[config.mk]
export PLATFORM = sky130hd
export DESIGN_NAME = hack_pc_flat
export DESIGN_NICKNAME = d
export VERILOG_FILES = /design/src/rtl/hack_pc_if.sv /design/src/rtl/hack_pc.sv /design/src/flat_wrapper.sv
export SDC_FILE = /design/constraint.sdc
export NUM_CORES = 1
export LEC_CHECK = 0
export ABC_AREA = 1
export BUFFER_PORTS_ARGS = -buffer_cell sky130_fd_sc_hd__buf_2
export CORE_ASPECT_RATIO = 1.1
export CORE_UTILIZATION = 35
export DETAILED_ROUTE_END_ITERATION = 8
export HOLD_SLACK_MARGIN = 0.03
export PLACE_DENSITY_LB_ADDON = 0.2
export SLEW_MARGIN = 20
export SYNTH_ARGS = -nofsm -noshare
export SYNTH_HDL_FRONTEND = slang
export SYNTH_SLANG_ARGS = --single-unit
[constraint.sdc]
create_clock -name clk -period 4.1 [get_ports clk]
set_input_delay 0.205 -clock clk [delete_from_list [all_inputs] [get_ports clk]]
set_output_delay 0.205 -clock clk [all_outputs]
set_load 0.1 [all_outputs]
[src/rtl/hack_pc_if.sv]
// Fetch-side bus of the Hack program counter: control requests in,
// fetch address and status flags out. The master is the instruction
// sequencer/bench; the slave is hack_pc.
interface hack_pc_if #(
  parameter int ADDR_WIDTH = 15
) ();
  logic                  inc;
  logic                  load;
  logic [ADDR_WIDTH-1:0] load_addr;
  logic                  call;
  logic                  ret;
  logic                  fetch_ready;
  logic                  fetch_valid;
  logic [ADDR_WIDTH-1:0] pc_out;
  logic                  halted;
  logic                  wrap;
  logic                  stack_err;

  modport master (
    output inc, load, load_addr, call, ret, fetch_ready,
    input  fetch_valid, pc_out, halted, wrap, stack_err
  );

  modport slave (
    input  inc, load, load_addr, call, ret, fetch_ready,
    output fetch_valid, pc_out, halted, wrap, stack_err
  );
endinterface

[src/rtl/hack_pc.sv]
// Hack CPU program counter with BOOT/RUN/HALT sequencing.
// Optional return-address stack enabled by macro HACK_PC_STACK_EN; without
// it, call/ret are ignored and stack_err is tied low.
//
// state | meaning
// BOOT  | one cycle after reset release, no fetch issued
// RUN   | fetch_valid high, PC advances on each accepted fetch
// HALT  | self-jump detected, fetch stopped until reset
module hack_pc #(
  parameter int ADDR_WIDTH   = 15,
  parameter int RESET_VECTOR = 0,
  parameter int STACK_DEPTH  = 4
) (
  input logic      clk,
  input logic      rst_n,
  hack_pc_if.slave bus
);
  typedef enum logic [1:0] {BOOT, RUN, HALT} state_t;

  localparam logic [ADDR_WIDTH-1:0] RV = ADDR_WIDTH'(RESET_VECTOR);

  state_t                state, state_nxt;
  logic [ADDR_WIDTH-1:0] pc, pc_nxt, pc_inc;
  logic                  inc_carry;
  logic                  wrap_q, wrap_set;
  logic                  accept;

  assign accept          = (state == RUN) && bus.fetch_ready;
  assign bus.fetch_valid = (state == RUN);
  assign bus.halted      = (state == HALT);
  assign bus.pc_out      = pc;
  assign bus.wrap        = wrap_q;

`ifdef HACK_PC_STACK_EN
  localparam int SP_W = $clog2(STACK_DEPTH) + 1;

  logic [ADDR_WIDTH-1:0] stack_mem [STACK_DEPTH];
  logic [SP_W-1:0]       sp, sp_m1;
  logic                  full, empty, push, pop, err_q, err_set;

  assign sp_m1         = sp - SP_W'(1);
  assign full          = (sp == SP_W'(STACK_DEPTH));
  assign empty         = (sp == '0);
  assign bus.stack_err = err_q;

  // Return-address LIFO; entries need no reset since sp marks validity.
  always_ff @(posedge clk) begin
    if (!rst_n) begin
      sp    <= '0;
      err_q <= 1'b0;
    end else begin
      if (err_set) err_q <= 1'b1;
      if (push) begin
        stack_mem[sp[SP_W-2:0]] <= pc_inc;
        sp <= sp + SP_W'(1);
      end else if (pop) begin
        sp <= sp_m1;
      end
    end
  end
`else
  logic unused_req;
  assign unused_req    = bus.call ^ bus.ret;
  assign bus.stack_err = 1'b0;
`endif

  // Ripple incrementer: carry chain from LSB, carry-out flags the wrap.
  always_comb begin
    logic carry;
    carry = 1'b1;
    for (int i = 0; i < ADDR_WIDTH; i++) begin
      pc_inc[i] = pc[i] ^ carry;
      carry     = pc[i] & carry;
    end
    inc_carry = carry;
  end

  // Next-state and next-PC selection; priority call > ret > load > inc.
  always_comb begin
    state_nxt = state;
    pc_nxt    = pc;
    wrap_set  = 1'b0;
`ifdef HACK_PC_STACK_EN
    push      = 1'b0;
    pop       = 1'b0;
    err_set   = 1'b0;
`endif
    case (state)
      BOOT: state_nxt = RUN;
      RUN: begin
        if (accept) begin
`ifdef HACK_PC_STACK_EN
          if (bus.call) begin
            pc_nxt = bus.load_addr;
            if (full) err_set = 1'b1;
            else      push    = 1'b1;
          end else if (bus.ret) begin
            if (empty) begin
              err_set  = 1'b1;
              pc_nxt   = pc_inc;
              wrap_set = inc_carry;
            end else begin
              pop    = 1'b1;
              pc_nxt = stack_mem[sp_m1[SP_W-2:0]];
            end
          end else
`endif
          if (bus.load) begin
            pc_nxt = bus.load_addr;
            if (bus.load_addr == pc) state_nxt = HALT;
          end else if (bus.inc) begin
            pc_nxt   = pc_inc;
            wrap_set = inc_carry;
          end
        end
      end
      default: state_nxt = HALT;
    endcase
  end

  // State, PC and sticky wrap registers with synchronous reset.
  always_ff @(posedge clk) begin
    if (!rst_n) begin
      state  <= BOOT;
      pc     <= RV;
      wrap_q <= 1'b0;
    end else begin
      state <= state_nxt;
      pc    <= pc_nxt;
      if (wrap_set) wrap_q <= 1'b1;
    end
  end
endmodule

[src/flat_wrapper.sv]
// flat-port wrapper written by rule: the top's interface ports become plain ports
module hack_pc_flat 
#(
  parameter int ADDR_WIDTH   = 15,
  parameter int RESET_VECTOR = 0,
  parameter int STACK_DEPTH  = 4
)
  (clk, rst_n, bus_inc, bus_load, bus_load_addr, bus_call, bus_ret, bus_fetch_ready, bus_fetch_valid, bus_pc_out, bus_halted, bus_wrap, bus_stack_err);
  hack_pc_if #(.ADDR_WIDTH(ADDR_WIDTH)) bus_i ();
  input logic clk;
  input logic rst_n;
  input wire logic [$bits(bus_i.inc)-1:0] bus_inc;
  input wire logic [$bits(bus_i.load)-1:0] bus_load;
  input wire logic [$bits(bus_i.load_addr)-1:0] bus_load_addr;
  input wire logic [$bits(bus_i.call)-1:0] bus_call;
  input wire logic [$bits(bus_i.ret)-1:0] bus_ret;
  input wire logic [$bits(bus_i.fetch_ready)-1:0] bus_fetch_ready;
  output wire logic [$bits(bus_i.fetch_valid)-1:0] bus_fetch_valid;
  output wire logic [$bits(bus_i.pc_out)-1:0] bus_pc_out;
  output wire logic [$bits(bus_i.halted)-1:0] bus_halted;
  output wire logic [$bits(bus_i.wrap)-1:0] bus_wrap;
  output wire logic [$bits(bus_i.stack_err)-1:0] bus_stack_err;
  assign bus_i.inc = bus_inc;
  assign bus_i.load = bus_load;
  assign bus_i.load_addr = bus_load_addr;
  assign bus_i.call = bus_call;
  assign bus_i.ret = bus_ret;
  assign bus_i.fetch_ready = bus_fetch_ready;
  assign bus_fetch_valid = bus_i.fetch_valid;
  assign bus_pc_out = bus_i.pc_out;
  assign bus_halted = bus_i.halted;
  assign bus_wrap = bus_i.wrap;
  assign bus_stack_err = bus_i.stack_err;
  hack_pc #(.ADDR_WIDTH(ADDR_WIDTH), .RESET_VECTOR(RESET_VECTOR), .STACK_DEPTH(STACK_DEPTH)) u_core (.clk(clk), .rst_n(rst_n), .bus(bus_i));
endmodule
==> results.json <==
{
  "fin_tns_setup_ns": 0,
  "synth-seq-cells": 18,
  "criticalPathCategory": "reg2reg",
  "syn_area_per_cell_um2": 6.24,
  "ys_types": 17,
  "yosys_warnings": 0,
  "drt_iter0_markers": 45,
  "timing.final.crit_period_ns": 3.40,
  "root_buffer": "clkbuf_4",
  "port_buffers": 37,
  "power_frac_comb": 0.364,
  "holdBufCountCts": 0,
  "gr-total-overflow": 0,
  "core_area_mm2": 0.00341,
  "ys_seq_area_frac": 0.280,
  "area_growth_pct": 17.1,
  "peakVddDrop_uv": 112,
  "dr.pass1.iters": 6,
  "hold_viol": 0,
  "row_count": 22,
  "crit_fanout": 5,
  "rsz0062_at_grt": "false",
  "synth.net_count": 242,
  "grt_max_degree": 31,
  "routed_wl_um": 2750,
  "p_int_mw": 0.257,
  "grt_pass1_wl_um": 4500,
  "dpl.hpwl_um": 2000,
  "layout_common_cells": "nand2_1, buf_2, inv_1, o21ai_1, dfxtp_1",
  "cp.required_ns": 4.30,
  "status": "finished, final reports clean",
  "critical-path-max-stage-delay_ns": 0.35,
  "antenna_found_initial": 0,
  "powerDensity_mw_per_mm2": 300,
  "htreeDepth": 1,
  "io_pins": 41,
  "critPathArrivalTime_ns": 3.59,
  "cts_resized": 0,
  "drc": 0,
  "start_util": 0.377,
  "r2r_slack_ns": 0.70,
  "crit_top_cell": "ha_1",
  "synth_area_mm2": 0.00129,
  "post_cts_buffers": 0,
  "drv_cap": 0,
  "final_util": 0.441,
  "cp-end-kind": "register",
  "clock_path_buffers": 2,
  "postRouteAntennaNets": 0,
  "path_cells": "ha_1 -> ha_1 -> ha_1 -> ha_1 -> ha_1 -> ha_1 -> ha_1 -> ha_1 -> ha_1 -> ha_1 -> ha_1 -> ha_1 -> ha_1 -> ha_1 -> nand2_1 -> nand2_1 -> o21ai_1 -> a21oi_1",
  "hp-class": "in2reg",
  "drive_above_1_share": 0.183,
  "switching_share": 0.432,
  "die_w_um": 59.8,
  "die-area_mm2": 0.00392,
  "avgRoutedWirePerCell_um": 9.53,
  "p_seq_frac": 0.433,
  "vias": 1276,
  "fin_crit_sh": 0.828,
  "die_height_um": 65.6,
  "num-nets-final": 278,
  "fin_skew_ns": 0.00516,
  "cts.reportedPaths.clkPinSlew_ns": 0.11,
  "via_per_inst": 4.43,
  "track_usage": 0.153,
  "slew_violations": 0,
  "setup_viol": 0,
  "worstSetupStartpointType": "register",
  "cts.sinks": 18,
  "p_clk_frac": 0.203,
  "p_leak_nw": 0.862,
  "cts_inserted_buffers": 3,
  "power_switching_mw": 0.195,
  "cp_slowest_cell": "dfxtp_1",
  "final_common_cell": "nand2_1",
  "cts_tree": "yes",
  "fmax_ghz": 0.295,
  "syn_inst": 206,
  "clk_latency_ns": 0.30,
  "insertedDiodeCount": 0,
  "grt_pass1_vias": 1064,
  "place_congestion": 0.724
}
## flip-flops by register name (all words and copies together) (netlist names)
register and cells:
u_core.bus.pc_out 15, u_core.bus.wrap 1, u_core.state 2
## cells in the mapped netlist (all sizes together)
cell type	number	area, um^2
nand3	1	5.00
nor2	15	56.3
nand2	66	248
buf	7	55.1
conb	1	3.75
o21ai	30	154
nand4	1	6.26
ha	14	175
inv	35	131
a21oi	17	85.1
and3	1	6.26
dfxtp	18	360
## metal layers
layer,global-route usage,vias to the layer above,routed length [um]
li1,-,712,-
met1,0.200,527,1380
met2,0.239,32,1160
met3,0.0236,5,157
met4,0.0785,0,55
met5,0,-,0
## worst paths after layout
check                             from                    end  depth (start not counted)
setup / recovery  u_core.bus.pc_out[0]  u_core.bus.pc_out[14]                         18
hold / removal                 bus_inc        u_core.bus.wrap                          3
setup reg to reg  u_core.bus.pc_out[0]  u_core.bus.pc_out[14]                         18
hold reg to reg        u_core.bus.wrap        u_core.bus.wrap                          2
## layout make-up
type	count	area (um^2)
Fill cell	390	1910
Multi-Input combinational cell	146	739
Sequential cell	18	360
Timing Repair Buffer	38	193
Inverter	35	131
Tap cell	48	60.1
Clock buffer	3	22.5
## critical path, delay by kind of cell (launching register included)
kind	cells	cell delay [ns]
AO/OA/AOI/OAI	2	0.18
adder cells (fa/ha/maj)	14	2.65
flip-flops	1	0.35
AND/OR/NAND/NOR	2	0.11
## cell families (layout without fill, tap and decap cells)
kind of cell,count (synthesis),after routing,synth area share
AOI/OAI and AO/OA,47,47,0.186
adders and majority gates,14,14,0.136
buffers and inverters,42,76,0.145
DFF,18,18,0.280
other,1,1,0.00292
and+or+nand+nor,84,84,0.250
## power by group through the flow
stage,logic [mW],clock network (mW),registers (mW)
after floorplan,0.0672,0,0.268
after global placement,0.165,0,0.200
after detailed placement,0.165,0,0.200
after CTS,0.166,0.0983,0.196
after global routing,0.180,0.105,0.198
final,0.165,0.0921,0.196
## metrics by stage
stage          hold WS (ns)  power [mW]  instances  instance area [um^2]  setup slack [ns]
2_1_floorplan         0.347       0.335        206                  1290             0.351
3_3_place_gp          0.441       0.365        285                  1480             0.733
3_5_place_dp          0.440       0.365        285                  1480             0.706
4_1_cts               0.180       0.460        288                  1510             0.679
5_1_grt               0.215       0.483        288                  1510             0.498
6_report              0.190       0.453        288                  1510             0.705
No activity file was read; power rests on OpenSTA's default activity.
